`src/rtl/moving_average.sv`:
```
// moving_average: running sum of the last SNAPSHOT_COUNT accepted samples.
// The output is the window sum (average times SNAPSHOT_COUNT), so no precision is lost.
module moving_average #(
  parameter int SNAPSHOT_COUNT  = 8,
  parameter int WORD_LENGTH_IN  = 80,
  parameter int WORD_LENGTH_OUT = 88
) (
  input  logic                              clk,
  input  logic                              rst,
  input  logic signed [WORD_LENGTH_IN-1:0]  s_axis_tdata,
  input  logic                              s_axis_tvalid,
  output logic                              s_axis_tready,
  output logic signed [WORD_LENGTH_OUT-1:0] m_axis_tdata,
  output logic                              m_axis_tvalid,
  input  logic                              m_axis_tready
);
  localparam int PW = $clog2(SNAPSHOT_COUNT);
  logic signed [WORD_LENGTH_IN-1:0] buffer [SNAPSHOT_COUNT];
  logic [PW-1:0] ptr;
  logic signed [WORD_LENGTH_OUT-1:0] sum, sum_next, new_ext, old_ext;
  logic unused_tready;
  assign unused_tready = m_axis_tready;
  assign s_axis_tready = 1'b1;
  assign new_ext = WORD_LENGTH_OUT'(s_axis_tdata);
  assign old_ext = WORD_LENGTH_OUT'(buffer[ptr]);
  // Incremental update: add the newest sample, drop the one it overwrites.
  assign sum_next = sum + new_ext - old_ext;
  always_ff @(posedge clk or negedge rst) begin
    if (!rst) begin
      for (int i = 0; i < SNAPSHOT_COUNT; i++) buffer[i] <= '0;
      ptr <= '0;
      sum <= '0;
      m_axis_tdata <= '0;
      m_axis_tvalid <= 1'b0;
    end else begin
      m_axis_tvalid <= s_axis_tvalid;
      if (s_axis_tvalid) begin
        buffer[ptr] <= s_axis_tdata;
        ptr <= ptr + PW'(1);
        sum <= sum_next;
        m_axis_tdata <= sum_next;
      end
    end
  end
endmodule

```
`config.mk`:
```
export PLATFORM = sky130hd
export DESIGN_NAME = moving_average
export DESIGN_NICKNAME = d
export VERILOG_FILES = /design/src/rtl/moving_average.sv
export SDC_FILE = /design/constraint.sdc
export NUM_CORES = 2
export LEC_CHECK = 0
export ABC_AREA = 1
export BUFFER_PORTS_ARGS = -buffer_cell sky130_fd_sc_hd__buf_2
export CORE_MARGIN = 2
export CORE_UTILIZATION = 68
export CTS_BUF_LIST = sky130_fd_sc_hd__clkbuf_8 sky130_fd_sc_hd__clkbuf_16
export CTS_CLUSTER_SIZE = 30
export DETAILED_ROUTE_END_ITERATION = 10
export PLACE_DENSITY_LB_ADDON = 0.2
export RECOVER_POWER = 50
export SLEW_MARGIN = 0
export SYNTH_ARGS = -nofsm -noshare
export SYNTH_HDL_FRONTEND = slang
export SYNTH_SLANG_ARGS = --single-unit
```
`constraint.sdc`:
```
create_clock -name clk -period 8 [get_ports clk]
set_input_delay 0.8 -clock clk [delete_from_list [all_inputs] [get_ports clk]]
set_output_delay 0.8 -clock clk [all_outputs]
set_load 0.03 [all_outputs]
```
# Word level (Yosys, flattened, before mapping)
# Index checks and enable logic that the tools add are counted.
[word_totals]
output_inout_bits = 90
rom_bits = 0
latchBits = 0
n_memories = 0
ram_bits = 0
reg_bits = 732
in_bits = 84
word_cells = 24
[op_classes]
div = 0
bitwise_logic = 1
shift = 0
reduce_logical = 1
n_eq_ne = 0
order_cmp = 2
mul = 0
mux = 6
addsub = 3
[ops]
columns = ["operator", "count"]
rows = [
  ["$bwmux 640", 1],
  ["$bmux 80 s3", 1],
  ["$demux 80 s3", 1],
  ["$mux 80", 3],
  ["$add 88x80->88", 1],
  ["$sub 88x80->88", 1],
  ["$ge 4x4->1 const B", 1],
  ["$lt 4x1->1 const B", 1],
  ["$not 3->4", 1],
  ["$add 3x1->3 const B", 1],
  ["$logic_and 1x1->1", 1],
]

# Logic depth before layout (Yosys ltp)
[logic_depth]
ltp_word = 6
depth_mapped = 25
mapped_depth_nobuf = 23

# Worst setup path before layout
# Ideal clock, no wire load.
[synth_timing]
path_type = "reg2reg"
startpoint = "reg ptr[0]"
endpoint = "reg m_axis_tdata[46]"
setup_time_ps = 127
path_buffers = 3
t_arrival_ps = 3275
slack_ps = 4598
path_stages_with_launch = 21
period_less_slack_ps = 3402
path_cell_list = "dfrtp_1 buf_2 buf_2 clkbuf_1 nand2_1 o211ai_1 o2111ai_1 fa_1 inv_1 fa_1 nand3_1 nand3_2 nand2_1 nand2_1 nand2_1 nand2_1 nand2_1 nand3_2 or2_1 nand3_1 o21ai_0"
[synth_between]
elab_chain_len = 5
[synth_lines]
columns = ["item", "line_no", "rtl"]
rows = [
  ["from (decl)", "19", "logic [PW-1:0] ptr;"],
  ["from (signal assigned)", "39", "ptr <= ptr + PW'(1);"],
  ["$not 3->4 (implied by the code)", "25", "assign old_ext = WORD_LENGTH_OUT'(buffer[ptr]);"],
  ["$bmux 80 s3", "25", ""],
  ["$mux 80 (implied by the code) (2 in series)", "25", ""],
  ["$sub 88x80->88", "27", "assign sum_next = sum + new_ext - old_ext;"],
  ["to (signal assigned)", "41", "m_axis_tdata <= sum_next;"],
  ["to (decl)", "13", "output logic signed [WORD_LENGTH_OUT-1:0] m_axis_tdata,"],
]
# Every way passes these cells. The select of a mux whose other input is x is not followed.
# A chain may end at the register's enable or synchronous reset.

# Worst setup path after layout
[layout_timing]
startpoint = "reg ptr[0]"
endpoint = "reg m_axis_tdata[48]"
# Same word-level chain as after synthesis.

==> flow_summary.yaml <==
status:
  status: "complete, but fails checks"
  violations: "max-capacitance violations, max-slew violations"
job:
  drv_cap: 4
logic_synthesis:
  synth.distinct_cells: 36
  synth_common_cells: "nand2_1 (1653), inv_1 (838), o21ai_0 (774)"
  yosysSeqAreaShare_pct: 43.52
  yosysMostFrequentCell: "nand2_1"
  synth.net_count: 5899
  synth_area_per_cell_um2: 7.465
  synth_top_area_share_pct: 43.52
  async_reset_ff_share_pct: 100.0
  ys.flop_type: "dfrtp_1"
  synthCells: 5638
  synth_edf_count: 0
  ys_ff_latch: 732
  ys_top_cells_by_area: "dfrtp_1 (44%), nand2_1 (15%), o21ai_0 (9.2%)"
  yosysTopAreaCell: "dfrtp_1"
  syn_area_um2: 42090
  yosys_warnings: 0
placement:
  place.detailed.hpwl_mm: 78.50
  gp_congestion: 1.041
  port_buffers: 171
  dp.cells: 6374
floorplanning:
  core-area_um2: 61480
  die-area_um2: 63900
  rows: 91
  io_pins: 174
  die_y_um: 252.8
  die_w_um: 252.8
  initial_core_util_pct: 68.45
clock_network:
  root_buffer: "clkbuf_16"
  clkSinkCount: 732
  clk_pin_slew_ns: 0.06
  cts_hold_repair.buffers: 0
  h-tree-depth: 3
  numCtsBuffers: 77
  cts_setup_buffers: 0
  clk_path_buf_depth: 3
  cts_tree: "yes"
  insertion_delay_ns: 0.65
  post_cts_resized: 0
drt:
  vias_per_cell: 5.776
  ant_nets: 0
  routed_wl_mm: 118.4
  drt-initial-drc-count: 4251
  vias: 37594
  dr.pass1.iters: 8
  drc: 0
  post_drt_wl_per_cell_um: 18.20
layout:
  area_growth_pct: 8.432
  antenna_cells: 0
  multiInputGateArea_um2: 19480
  seqCellArea_um2: 18320
  fin_nets: 5924
  drive_gt1_share_pct: 5.998
  fillers: 4830
  final_cells: 6509
global_routing:
  track_usage_pct: 37.75
  antenna_found_initial: 0
  grt_pass1_wl_mm: 190.6
  grt_max_degree: 187
  grt-ovfl-total: 0
  grt_pass1_vias: 35768
critical_path:
  critPathArrivalTime_ns: 6.54
  critPathBufInv: 3
  r2r_cells: 20
  cpPeakStageDelay_ns: 1.43
  worstSetupEndpointType: "register"
  critical-path-top-delay-family: "simple AND/OR/NAND/NOR gates"
  required_ns: 8.49
  path_max_fanout: 97
  cp.depth: 20
  crit_slowest_cell: "dfrtp_1"
  cp_cell_sequence: "inv_6 > buf_4 > nor2_1 > nor2_1 > o21ai_0 > o2111ai_1 > fa_1 > inv_1 > fa_1 > nand2_1 > nand2_1 > nand3_1 > nand2_1 > nand2_1 > nand2_2 > nand2_1 > nand3_2 > or2_1 > nand3_1 > o21ai_1"
  path_common_cell: "nand2_1"
  start_kind: "register"
  r2r_slack_ns: 1.95
  crit_type: "reg2reg"
timing:
  slew_violations: 173
  fin_setup_tns_ns: 0
  finalSetupViolations: 0
  rsz0062_at_grt: "false"
  clock_skew_ns: 0.02787
  maxSlewHeadroom_pct: -250.4
  fmax_mhz: 165.2
  hold_viol: 0
  finalCriticalPeriod_ns: 6.053
  tightest_slew_ns: 5.256
  fin_crit_sh_pct: 75.66
min_path:
  min_path_type: "in2reg"
  hold_depth: 3
## tightest hold or removal path, cell delays in order
cell	delay, ns
buf_2	0.09
nand2_1	0.04
o21ai_0	0.06
## flip-flops by register name, indices dropped and copies added (netlist names)
signal and count:
buffer 640, m_axis_tdata 88, m_axis_tvalid 1, ptr 3
## cells in the final DEF, fill, tap and decap left out, types with 79 or more instances in the layout
| cell type | instances |
|---|---|
| buf_2 | 81 |
| clkbuf_1 | 91 |
| clkbuf_16 | 79 |
| dfrtp_1 | 732 |
| fa_1 | 87 |
| ha_1 | 90 |
| inv_1 | 855 |
| nand2_1 | 1645 |
| nand3_1 | 109 |
| nor2_1 | 416 |
| o21ai_0 | 774 |
| o21ai_1 | 169 |
## metrics by stage
| step | setup slack [ns] | utilization, % | instance area (um2) | hold WS [ns] |
|---|---|---|---|---|
| 2_1_floorplan | 4.598 | - | 42090 | 0.4478 |
| 3_3_place_gp | 3.098 | 70.33 | 43240 | 0.4600 |
| 3_5_place_dp | 3.075 | 70.33 | 43240 | 0.4678 |
| 4_1_cts | 2.986 | 74.45 | 45780 | 0.2063 |
| 5_1_grt | 1.329 | 74.22 | 45630 | 0.3888 |
| 6_report | 1.947 | 74.22 | 45630 | 0.3802 |
## cells by family after synthesis
kind of cell / synth area share (%)
and+or+nand+nor: 21.61
AOI/OAI and AO/OA: 16.75
buffers and inverters: 10.32
DFF: 43.52
adders and majority gates: 6.814
xor gates and xnor gates: 0.9781
other: 0.008910
## worst paths after layout
check,from,endpoint
hold reg to reg,buffer[307]$_DFFE_PN0P_,buffer[307]$_DFFE_PN0P_
setup reg to reg,ptr[0]$_DFFE_PN0P_,m_axis_tdata[48]$_DFFE_PN0P_
min in group asynchronous,rst,buffer[26]$_DFFE_PN0P_
max in group asynchronous,rst,m_axis_tdata[31]$_DFFE_PN0P_
hold / removal,s_axis_tdata[5],buffer[5]$_DFFE_PN0P_
setup / recovery,ptr[0]$_DFFE_PN0P_,m_axis_tdata[48]$_DFFE_PN0P_
## metal layers
metal	wire length (um)	vias to the layer above	global-route usage, %
met3	10290	260	5.736
met4	3771	0	12.54
met2	54340	1688	59.11
li1	-	17795	-
met5	0	-	0
met1	50040	17851	54.40
## layout make-up
cell class              instances  area share [%]
clock buffers                  97           4.875
clock inverters                38          0.6745
inverters                     867           7.145
multi-input cells            3780           42.69
flip-flops and latches        732           40.14
well taps                     790           2.166
repair buffers                205           2.306
Power is not shown: default switching activity piles up to over one toggle a cycle in this logic, so the estimate is an artifact.
